`config.mk`:
```
export PLATFORM = sky130hd
export DESIGN_NAME = tdm_demux4_4bit_flat
export DESIGN_NICKNAME = d
export VERILOG_FILES = /design/src/rtl/tdm_demux4_4bit_pkg.sv /design/src/rtl/tdm_demux4_4bit_if.sv /design/src/rtl/tdm_demux4_4bit_slot_reg.sv /design/src/rtl/tdm_demux4_4bit.sv /design/src/flat_wrapper.sv
export SDC_FILE = /design/constraint.sdc
export NUM_CORES = 1
export LEC_CHECK = 0
export CORE_AREA = 2 2 68 70
export DETAILED_ROUTE_END_ITERATION = 6
export DIE_AREA = 0 0 70 72
export PLACE_DENSITY_LB_ADDON = 0.3
export SYNTH_ARGS = -nofsm -noshare
export SYNTH_HDL_FRONTEND = slang
export SYNTH_HIERARCHICAL = 1
export SYNTH_SLANG_ARGS = --single-unit
```
`constraint.sdc`:
```
create_clock -name clk -period 3.3 [get_ports clk]
set_input_delay 0.66 -clock clk [delete_from_list [all_inputs] [get_ports clk]]
set_output_delay 0.66 -clock clk [all_outputs]
set_load 0.02 [all_outputs]
```
`src/rtl/tdm_demux4_4bit_pkg.sv`:
```
// dsd_pkg: shared types and constants for the TDM nibble demultiplexer
package dsd_pkg;
  typedef enum logic {IDLE, COLLECT} tdm_state_t;
  localparam int NUM_SLOTS = 4;
  localparam int SLOT_W = 2;
endpackage

```
`src/rtl/tdm_demux4_4bit_if.sv`:
```
// tdm_demux4_4bit_if: serial beat input plus committed frame outputs of the demux
//   master: drives in_valid/in_sync/in_data, observes the frame outputs
//   slave : consumes beats, drives out0..out3, frame_valid, frame_err, slot_exp, err_count
interface tdm_demux4_4bit_if #(parameter int DW = 4, parameter int ERRW = 8);
  import dsd_pkg::*;
  logic in_valid;
  logic in_sync;
  logic [DW-1:0] in_data;
  logic [DW-1:0] out0, out1, out2, out3;
  logic frame_valid;
  logic frame_err;
  logic [SLOT_W-1:0] slot_exp;
  logic [ERRW-1:0] err_count;
  modport master (
    output in_valid, in_sync, in_data,
    input out0, out1, out2, out3, frame_valid, frame_err, slot_exp, err_count
  );
  modport slave (
    input in_valid, in_sync, in_data,
    output out0, out1, out2, out3, frame_valid, frame_err, slot_exp, err_count
  );
endinterface

```
`src/rtl/tdm_demux4_4bit_slot_reg.sv`:
```
// demux_slot_reg: DW-bit register with load enable and async active-low reset
//   clk, rst_n : clock, async reset
//   en, d      : load enable and data
//   q          : registered value
module demux_slot_reg #(parameter int DW = 4) (
  input  logic          clk,
  input  logic          rst_n,
  input  logic          en,
  input  logic [DW-1:0] d,
  output logic [DW-1:0] q
);
  always_ff @(posedge clk or negedge rst_n)
    if (!rst_n) q <= '0;
    else if (en) q <= d;
endmodule

```
`src/rtl/tdm_demux4_4bit.sv`:
```
// tdm_demux4_4bit: rebuilds four DW-bit slots from a TDM beat stream into a committed frame
//   clk, rst_n : clock, async active-low reset
//   bus        : slave side of tdm_demux4_4bit_if (beats in, frame/status out)
module tdm_demux4_4bit
  import dsd_pkg::*;
#(
  parameter int DW = 4,
  parameter int TIMEOUT = 16,
  parameter int ERRW = 8
) (
  input logic clk,
  input logic rst_n,
  tdm_demux4_4bit_if.slave bus
);
  localparam int CW = $clog2(TIMEOUT + 1);
  localparam logic [CW-1:0] CNT_LAST = CW'(TIMEOUT - 1);
  tdm_state_t state, state_d;
  logic [SLOT_W-1:0] slot_exp, slot_d, slot_sel;
  logic [CW-1:0] cnt, cnt_d;
  logic frame_valid, frame_err, fe_d;
  logic [ERRW-1:0] err_count;
  logic sync_beat, data_beat, expire, commit;
  logic [NUM_SLOTS-1:0] stage_en;
  logic [DW-1:0] stage_q [NUM_SLOTS];
  logic [DW-1:0] out_q [NUM_SLOTS];
  always_comb begin
    sync_beat = bus.in_valid && bus.in_sync;
    data_beat = bus.in_valid && !bus.in_sync && state == COLLECT;
    expire = state == COLLECT && !bus.in_valid && cnt == CNT_LAST;
    commit = data_beat && slot_exp == SLOT_W'(NUM_SLOTS - 1);
    fe_d = (state == COLLECT && sync_beat) || expire;
    state_d = sync_beat ? COLLECT : (commit || expire) ? IDLE : state;
    slot_d = sync_beat ? SLOT_W'(1) : (commit || expire) ? '0 : data_beat ? slot_exp + SLOT_W'(1) : slot_exp;
    cnt_d = (state == COLLECT && !bus.in_valid && !expire) ? cnt + CW'(1) : '0;
    slot_sel = sync_beat ? '0 : slot_exp;
    stage_en = (sync_beat || data_beat) ? NUM_SLOTS'(1) << slot_sel : '0;
  end
  always_ff @(posedge clk or negedge rst_n)
    if (!rst_n) begin
      state <= IDLE;
      slot_exp <= '0;
      cnt <= '0;
      frame_valid <= 1'b0;
      frame_err <= 1'b0;
      err_count <= '0;
    end else begin
      state <= state_d;
      slot_exp <= slot_d;
      cnt <= cnt_d;
      frame_valid <= commit;
      frame_err <= fe_d;
      err_count <= err_count + ERRW'(fe_d && err_count != '1);
    end
  for (genvar i = 0; i < NUM_SLOTS; i++) begin : g_slot
    demux_slot_reg #(.DW(DW)) u_stage (
      .clk(clk), .rst_n(rst_n), .en(stage_en[i]), .d(bus.in_data), .q(stage_q[i])
    );
    // the last slot commits straight from the bus so the frame lands one edge after its final beat
    demux_slot_reg #(.DW(DW)) u_out (
      .clk(clk), .rst_n(rst_n), .en(commit),
      .d(i == NUM_SLOTS - 1 ? bus.in_data : stage_q[i]), .q(out_q[i])
    );
  end
  assign bus.out0 = out_q[0];
  assign bus.out1 = out_q[1];
  assign bus.out2 = out_q[2];
  assign bus.out3 = out_q[3];
  assign bus.frame_valid = frame_valid;
  assign bus.frame_err = frame_err;
  assign bus.slot_exp = slot_exp;
  assign bus.err_count = err_count;
endmodule

```
`src/flat_wrapper.sv`:
```
// flat-port wrapper written by rule: the top's interface ports become plain ports
module tdm_demux4_4bit_flat import dsd_pkg::*;
#(
  parameter int DW = 4,
  parameter int TIMEOUT = 16,
  parameter int ERRW = 8
)
  (clk, rst_n, bus_in_valid, bus_in_sync, bus_in_data, bus_out0, bus_out1, bus_out2, bus_out3, bus_frame_valid, bus_frame_err, bus_slot_exp, bus_err_count);
  tdm_demux4_4bit_if #(.DW(DW), .ERRW(ERRW)) bus_i ();
  input logic clk;
  input logic rst_n;
  input wire logic [$bits(bus_i.in_valid)-1:0] bus_in_valid;
  input wire logic [$bits(bus_i.in_sync)-1:0] bus_in_sync;
  input wire logic [$bits(bus_i.in_data)-1:0] bus_in_data;
  output wire logic [$bits(bus_i.out0)-1:0] bus_out0;
  output wire logic [$bits(bus_i.out1)-1:0] bus_out1;
  output wire logic [$bits(bus_i.out2)-1:0] bus_out2;
  output wire logic [$bits(bus_i.out3)-1:0] bus_out3;
  output wire logic [$bits(bus_i.frame_valid)-1:0] bus_frame_valid;
  output wire logic [$bits(bus_i.frame_err)-1:0] bus_frame_err;
  output wire logic [$bits(bus_i.slot_exp)-1:0] bus_slot_exp;
  output wire logic [$bits(bus_i.err_count)-1:0] bus_err_count;
  assign bus_i.in_valid = bus_in_valid;
  assign bus_i.in_sync = bus_in_sync;
  assign bus_i.in_data = bus_in_data;
  assign bus_out0 = bus_i.out0;
  assign bus_out1 = bus_i.out1;
  assign bus_out2 = bus_i.out2;
  assign bus_out3 = bus_i.out3;
  assign bus_frame_valid = bus_i.frame_valid;
  assign bus_frame_err = bus_i.frame_err;
  assign bus_slot_exp = bus_i.slot_exp;
  assign bus_err_count = bus_i.err_count;
  tdm_demux4_4bit #(.DW(DW), .TIMEOUT(TIMEOUT), .ERRW(ERRW)) u_core (.clk(clk), .rst_n(rst_n), .bus(bus_i));
endmodule
```
==> results of run 1 <==
==> synth_stat cells (all sizes together) <==
master	number
a21oi	1
a32oi	1
and3	2
and4	1
buf	2
dfrtp	46
ha	5
inv	4
mux2	28
mux2i	1
nand2	6
nand3	5
nand3b	2
nand4	1
nor2	8
nor2b	2
nor3b	3
o21a	1
o21ai	4
or3	1
xnor2	6
xor2	2
==> routing by layer <==
layer / routed length, um / up-vias / GRT usage
li1: - / 545 / -
met1: 1530 / 571 / 0.191
met2: 1640 / 33 / 0.237
met3: 156 / 2 / 0.0486
met4: 17 / 0 / 0.0385
met5: 0 / - / 0
==> critical path, stage by stage <==
cell	delay [ns]
clkdlybuf4s50_1	0.62
mux2i_1	0.12
nor2_1	0.16
o21a_1	0.16
ha_1	0.22
ha_1	0.24
nand3_1	0.11
xnor2_1	0.14
==> cells in the final DEF (no fill, tap or decap), types with 2 or more instances in the layout <==
cell type and instances:
nor2_2 3, nor2_1 3, xor2_1 2, nor3b_1 3, nor2_4 2, o21ai_0 4
xnor2_1 6, dfrtp_1 46, clkdlybuf4s50_1 34, inv_1 3, nand2_1 6, nand3_1 5
nand3b_1 2, clkbuf_8 6, ha_1 5, nor2b_1 2, mux2_2 28, and3_1 2
buf_4 2
==> layout make-up <==
type	instances	area, um2
clock inverters	2	16.3
clock buffers	6	82.6
repair buffers	37	360
well taps	52	65.1
flip-flops and latches	46	1150
inverters	4	15.0
multi-input cells	80	683
fillers	360	1890
==> report_power, final <==
group          internal [W]  total (W)  switching [W]
clock              0.000172   0.000361       0.000189
sequential         0.000742   0.000869       0.000127
combinational      0.000343   0.000630       0.000287
total               0.00126    0.00186       0.000603
==> flip-flops by register name, summed over array words and instances (netlist names) <==
| name | count |
|---|---|
| u_core/state | 1 |
| u_core/bus.frame_err | 1 |
| u_core/cnt | 5 |
| u_core/g_slot.u_out/q | 16 |
| u_core/bus.slot_exp | 2 |
| u_core/g_slot.u_stage/q | 12 |
| u_core/bus.err_count | 8 |
| u_core/bus.frame_valid | 1 |
==> through the flow <==
| step | cell area (um2) | worst slack [ns] | total power (W) |
|---|---|---|---|
| 2_1_floorplan | 1870 | 1.12 | 0.00119 |
| 3_3_place_gp | 2270 | 0.843 | 0.00149 |
| 3_5_place_dp | 2270 | 0.733 | 0.00152 |
| 4_1_cts | 2370 | 1.06 | 0.00188 |
| 5_1_grt | 2370 | 0.950 | 0.00197 |
| 6_report | 2370 | 1.06 | 0.00186 |
==> worst min-delay path by stage <==
| stage | start | to | cells after the start |
|---|---|---|---|
| 2_1_floorplan | rst_n | u_core/bus.err_count[0] | 0 |
| 3_3_place_gp | u_core/cnt[0] | u_core/cnt[0] | 1 |
| 3_5_place_dp | u_core/cnt[0] | u_core/cnt[0] | 1 |
| 4_1_cts | u_core/cnt[0] | u_core/cnt[0] | 1 |
| 5_1_grt | u_core/cnt[0] | u_core/cnt[0] | 1 |
| 6_report | u_core/cnt[0] | u_core/cnt[0] | 1 |
==> cells by family (layout without fill, tap and decap cells) <==
| kind of cell | count (synthesis) | after routing | synth area share |
|---|---|---|---|
| AO/OA/AOI/OAI | 7 | 7 | 0.0221 |
| XOR/XNOR | 8 | 8 | 0.0376 |
| adder cells (fa/ha/maj) | 5 | 5 | 0.0335 |
| buffers and inverters | 6 | 49 | 0.0168 |
| flip-flops | 46 | 46 | 0.617 |
| multiplexers | 29 | 29 | 0.174 |
| AND/OR/NAND/NOR | 31 | 31 | 0.0986 |
==> metrics, run 1 <==
cell taking the most area after synthesis=dfrtp_1; Max Fclk=446 MHz; Mapped Avg Cell Area=approximately 14 um2; final core utilization=0.557; hold_buf cts=0; first-pass GRT wire length=5780 um; vias per inst=5.07; post-CTS setup buffer count=0; Detailed Route Iter0 Violations=49; Global Route Usage Sum=0.146; gpl congestion=just under 0.8; vias=1151; Initial Util=0.437; dpl cells=219; drt drc=0; Final Hold Viols=0; post-synthesis cell area=between 0.0015 and 0.002 mm2; area grow syn2layout=27.2%; Ys Warns=6; CTS max path bufs=2; Synth Register Bits=46; status=completed; CTS buffer count=5; vias in the first global route=1210; Syn Inst Count=132; share of post-route cells with drive strength above 1=0.257; CTS resizes=0; remaining antenna violation count=0; Final nets=187; DIE AREA=0.00504 mm2; CTS root buffer=clkbuf_8; worst setup path end=u_core/bus.err_count[4]; setup TNS=0 ns; Pwr Density=784 mW/mm2; CP Data Arrival Time=2.43 ns; HPWL after DPL=2370 um; clk sink count=46; largest net degree at the start of global routing=47; core footprint=roughly 0.0043 mm2; diode count=0; wire per inst=14.7 um; cell count of the worst reg-to-reg path=10; Die W=70 um; CTS tree=yes; initial antenna violation count=0; Final setup violation count=0; GRT Residual Overflow=0; r2r setup slk=around 1.1 ns; worst setup path class=input pin to register; Tcrit/Tclk final=0.680; unrepaired setup endpoints after global routing=false; Pre-antenna DRT Iters=4; startpoint class of the critical path=input pin; Slew HR=0.341; crit-path max FO=9; Yosys cell types=26; Rows=24; WP data required=about 3.5 ns; Hold Crit Class=register to register; final WL=3350 um; max-slew violations=0; sequential fraction of the synthesis area=0.617; static leakage=between 1 and 1.5 nW; top-area cell type share of the netlist area=0.617; Reg clk slew, reported paths=0.09 ns; number of max-cap violations=0; worst hold slack=0.493 ns; Port-buffer cells=35; IO Count=36; main area contributors after synthesis=dfrtp_1, mux2_2, ha_1; Setup crit end kind=register; worst r2r src=u_core/cnt[0]; Worst-Margin Slew=0.988 ns; Non-Filler Instances=roughly 230; RR Endpoint=u_core/bus.err_count[4]; crit path time final=2.24 ns; Syn Nets=145; Die Height=72 um; Peak VDD IR=0.000396 V; later-pin clock latency in the skew report=0.29 ns; launch point of the worst path=bus_in_valid; CTS HTree Levels=2; clk_skew=0.00908 ns
Power figures use the tool's default switching activity.
==> run 2, diff against run 1 <==
clock period = 2.1 ns   (was 3.3 ns; I/O delays follow)
==> run 2 against run 1 <==
  * Clock power up 52%
  * Die area is the same
  * Final area grew 4.7%
  * First-iteration DRC count down 12%
  * Hold slack worse by 0.30 ns
  * Count of clock-buffer cells in the layout is 1 lower
  * Combinational power is 62% higher
  * Sequential cell count unchanged
  * Routed wire length is 4.2% higher
==> metrics, run 2 (synthesis results as in run 1) <==
gpl congestion=around 0.71; Setup crit end kind=register; worst r2r src=u_core/cnt[1]; clk sink count=46; Die W=approximately 70 um; Final Hold Viols=0; vias per inst=5.18; Max Fclk=500 MHz; area grow syn2layout=33.2%; WP data required=approximately 2.3 ns; Pwr Density=1180 mW/mm2; CTS tree=yes; unrepaired setup endpoints after global routing=false; Final nets=194; Pre-antenna DRT Iters=4; Tcrit/Tclk final=0.953; Rows=24; Worst-Margin Slew=0.567 ns; Top Registers=u_core/g_slot.u_out/q x16, u_core/g_slot.u_stage/q x12, u_core/bus.err_count x8; share of post-route cells with drive strength above 1=0.324; r2r setup slk=between 0.09 and 0.1 ns; Reg clk slew, reported paths=0.09 ns; IO Count=36; HPWL after DPL=2340 um; static leakage=around 1.1 nW; dpl cells=225; GRT Residual Overflow=0; wire per inst=14.9 um; CTS max path bufs=2; Placement Setup Slack=-0.0666 ns; CTS buffer count=5; RR Endpoint=u_core/bus.err_count[4]; Non-Filler Instances=234; number of flip-flops under the largest register name=16; remaining antenna violation count=0; Peak VDD IR=0.000620 V; diode count=0; Die Height=72 um; later-pin clock latency in the skew report=0.30 ns; crit path time final=~2 ns; CTS HTree Levels=2; startpoint class of the critical path=register; CTS root buffer=clkbuf_8; Slew HR=0.622; commonest cells after routing, fill and taps aside=dfrtp_1, clkdlybuf4s50_1, mux2_2; CP Data Arrival Time=2.22 ns; vias=1211; Fillers=349; worst setup path class=register to register; status=completed; number of max-cap violations=0; Global Route Usage Sum=0.147; Initial Util=0.437; commonest non-fill, non-tap cell in the layout=dfrtp_1; crit-path max FO=4; Port-buffer cells=35; final WL=~3500 um; Hold Crit Class=input pin to async pin; DIE AREA=0.00504 mm2; first-pass GRT wire length=5750 um; initial antenna violation count=0; vias in the first global route=1239; clk_skew=0.00644 ns; largest net degree at the start of global routing=47; max-slew violations=0; setup ws final=roughly 0.1 ns; core footprint=0.00426 mm2; cell count of the worst reg-to-reg path=10; Final setup violation count=0; Detailed Route Iter0 Violations=43; drt drc=0; Largest Register=u_core/g_slot.u_out/q
## run 2: metal layers
metal | GRT usage | vias up | wire (um)
met5 | 0 | - | 0
met4 | 0.0513 | 0 | 52
met3 | 0.0458 | 5 | 161
met2 | 0.246 | 33 | 1770
met1 | 0.183 | 617 | 1500
li1 | - | 556 | -
## run 2: how the worst max path moves through the flow
stage / startpoint / slack, ns / to / cells past startpoint
2_1_floorplan: u_core/bus.slot_exp[1] / 0.06 / u_core/g_slot[3].u_out/q[0] / 4
3_3_place_gp: bus_in_valid / 0.01 / u_core/bus.err_count[4] / 8
3_5_place_dp: bus_in_valid / -0.07 / u_core/bus.err_count[4] / 8
4_1_cts: u_core/cnt[0] / 0.04 / u_core/bus.err_count[4] / 10
5_1_grt: u_core/cnt[0] / 0.005 / u_core/bus.err_count[4] / 10
6_report: u_core/cnt[1] / 0.1 / u_core/bus.err_count[4] / 10
## run 2: what timing repair did
action	in CTS	in global routing
endpoints found under the setup margin	3	3
hold endpoints to repair	0	0
hold buffers	0	0
gates resized for setup	4	6
pin swaps	1	3
buffers inserted	0	1
## run 2: area by class of cell
cell class,instances,area [um2],area share
flip-flops and latches,46,1150,0.463
multi-input cells,80,734,0.296
repair buffers,44,425,0.171
clock buffers,5,68.8,0.0277
well taps,52,65.1,0.0262
clock inverters,3,25.0,0.0101
inverters,4,15.0,0.00604
## run 2: report_power, final
group / switching [W] / internal, W / total [W]
Clock: 0.000307 / 0.000240 / 0.000547
Combinational: 0.000457 / 0.000565 / 0.00102
Sequential: 0.000206 / 0.00117 / 0.00137
## run 2: worst max-delay path: stages, from the launching register on
cell     delay, ns
dfrtp_1       0.39
ha_2          0.20
and3_4        0.19
ha_4          0.16
mux2i_2       0.19
nor2_2        0.07
o21a_1        0.14
ha_4          0.19
ha_4          0.16
nand3_1       0.10
xnor2_1       0.13
## run 2: per-stage QoR
| step | power, W | TNS (ns) | utilization | instance area (um2) | hold slack [ns] |
|---|---|---|---|---|---|
| floorplan | 0.00187 | 0 | - | 1870 | 0.124 |
| global placement | 0.00235 | 0 | 0.547 | 2330 | 0.483 |
| detailed placement | 0.00239 | -0.126 | 0.547 | 2330 | 0.491 |
| CTS | 0.00297 | 0 | 0.573 | 2440 | 0.204 |
| global route | 0.00312 | 0 | 0.583 | 2480 | 0.222 |
| finish | 0.00294 | 0 | 0.583 | 2480 | 0.190 |
==> run 3, diff against run 2 <==
PLACE_DENSITY = 0.7   (was default)
PLACE_DENSITY_LB_ADDON = default   (was 0.3)
==> run 3 against run 2 <==
  * Combinational power is essentially flat
  * Total power shrank 1.6%
  * Non-clock buffer count grew 1
  * Via count shrank 2.6%
  * First-iteration DRC count shrank 16%
  * Utilization shrank 0.65 points
  * Routed wire length shrank 3.6%
  * Critical path depth is the same
  * Maximum frequency shrank 0.17%
  * Largest cell class unchanged
  * Highest routed layer unchanged
==> metrics, run 3 (synthesis results as in run 1) <==
status=completed; Hold Crit Class=input pin to async pin; Post-Layout Inst Area=around 0.0025 mm2; area grow syn2layout=31.7%; Peak VDD IR=slightly below 0.0006 V; Max Fclk=499 MHz; HPWL after DPL=2390 um; first-pass GRT wire length=5790 um; vias per inst=5.02; setup ws final=0.0948 ns; Comb pwr share=0.349; Detailed Route Iter0 Violations=36; crit path time final=between 2 and 2.5 ns; Internal Power=0.00196 W; IO Count=36; CTS root buffer=clkbuf_8; Non-Filler Instances=approximately 240; Sw Share=0.324; Final Hold Viols=0; CP Buf/Inv Count=1; Global Route Usage Sum=0.147; Largest Register=u_core/g_slot.u_out/q; vias=between 1000 and 1500; startpoint class of the critical path=register; commonest cells after routing, fill and taps aside=dfrtp_1, clkdlybuf4s50_1, mux2_2; DIE AREA=0.00504 mm2; static leakage=between 1 and 1.5 nW; later-pin clock latency in the skew report=about 0.29 ns; WP data required=2.28 ns; Worst-Margin Slew=0.558 ns; max-slew violations=0; CP max stage delay=0.37 ns; Reg clk slew, reported paths=approximately 0.080 ns; Top Registers=u_core/g_slot.u_out/q x16, u_core/g_slot.u_stage/q x12, u_core/bus.err_count x8; worst setup path class=register to register; CTS max path bufs=2; GRT Residual Overflow=0; sequential share of power=0.471; clock power share=0.181; Placed Instance Area=0.00232 mm2; Setup crit end kind=register; Psw=between 0.0009 and 0.001 W; Pwr Density=1180 mW/mm2; core footprint=between 0.004 and 0.005 mm2; setup TNS=0 ns; dpl cells=~220; drt drc=0; Final nets=around 200; remaining antenna violation count=0; gpl congestion=between 0.7 and 0.8; largest net degree at the start of global routing=47; Tcrit/Tclk final=0.955; Placement Setup Slack=-0.0314 ns; wire per inst=14.3 um; vias in the first global route=1253; commonest non-fill, non-tap cell in the layout=dfrtp_1; diode count=0; most used cell along the critical path=ha_2; Port-buffer cells=35; number of flip-flops under the largest register name=16; clk_skew=approximately 0.0028 ns; number of max-cap violations=0; Die W=70 um; CP Data Arrival Time=2.19 ns; Final setup violation count=0; Pre-antenna DRT Iters=4; cell breakdown of the critical path=ha_2 -> and3_1 -> ha_2 -> mux2i_1 -> nor2_1 -> o21a_1 -> ha_2 -> buf_4 -> nand4_1 -> xnor2_1; CTS HTree Levels=2; crit-path max FO=3; share of post-route cells with drive strength above 1=0.311; Rows=24; CTS buffer count=5; slowest cell on the critical path=dfrtp_1; CTS tree=yes; final WL=3360 um; Initial Util=0.437; hold_buf cts=0; Die Height=72 um; Largest delay share family, worst path=adder cells; clk sink count=46; Slew HR=0.628; initial antenna violation count=0
-- run 3: worst paths after layout --
path | from | end | slack, ns | depth (start not counted)
setup / recovery | u_core/cnt[0] | u_core/bus.err_count[7] | 0.09 | 10
hold / removal | rst_n | u_core/bus.err_count[7] | 0.20 | 2
setup reg to reg | u_core/cnt[0] | u_core/bus.err_count[7] | 0.09 | 10
hold reg to reg | u_core/bus.err_count[7] | u_core/bus.err_count[7] | 0.50 | 1
max in group asynchronous | rst_n | u_core/g_slot[1].u_out/q[0] | 1.53 | 2
min in group clk | u_core/bus.err_count[7] | u_core/bus.err_count[7] | 0.50 | 1
-- run 3: final cells by class --
class / instances / area [um2]
clock inverter: 3 / 21.3
sequential: 46 / 1150
inverter: 4 / 15.0
clock buffer: 5 / 68.8
multi-input combinational: 80 / 703
timing repair buffer: 45 / 433
fill: 346 / 1810
tap: 52 / 65.1
-- run 3: timing repair --
item / CTS / global route
endpoints found under the setup margin: 1 / 6
pin swaps: 0 / 2
buffers inserted: 1 / 2
cloned: 0 / 0
gates resized for setup: 0 / 5
-- run 3: metrics by stage --
stage               power [W]   util  hold slack, ns
floorplan             0.00187      -           0.124
global placement      0.00234  0.545           0.452
detailed placement    0.00239  0.545           0.484
CTS                   0.00293  0.568           0.209
global route          0.00308  0.576           0.252
finish                0.00289  0.576           0.200
-- run 3: worst register-to-register path, cell delays in order (launching register included) --
cell     delay [ns]
dfrtp_1        0.37
ha_2           0.19
and3_1         0.16
ha_2           0.18
mux2i_1        0.06
nor2_1         0.19
o21a_1         0.15
ha_2           0.20
buf_4          0.12
nand4_1        0.12
xnor2_1        0.15
-- run 3: layer usage --
metal	part of all wire	track usage	routed length, um	vias to the layer above
met1	0.44	0.182	1490	586
met4	0.0098	0.0449	33	0
li1	-	-	-	556
met3	0.047	0.0444	158	6
met2	0.50	0.251	1680	32
met5	0	0	0	-
-- run 3: power groups by stage --
stage / Sequential, W / Combinational (W) / Clock, W
finish: 0.00136 / 0.00101 / 0.000523
global route: 0.00141 / 0.00108 / 0.000594
CTS: 0.00136 / 0.00102 / 0.000551
detailed placement: 0.00138 / 0.00101 / 0
global placement: 0.00136 / 0.000986 / 0
floorplan: 0.00157 / 0.000299 / 0
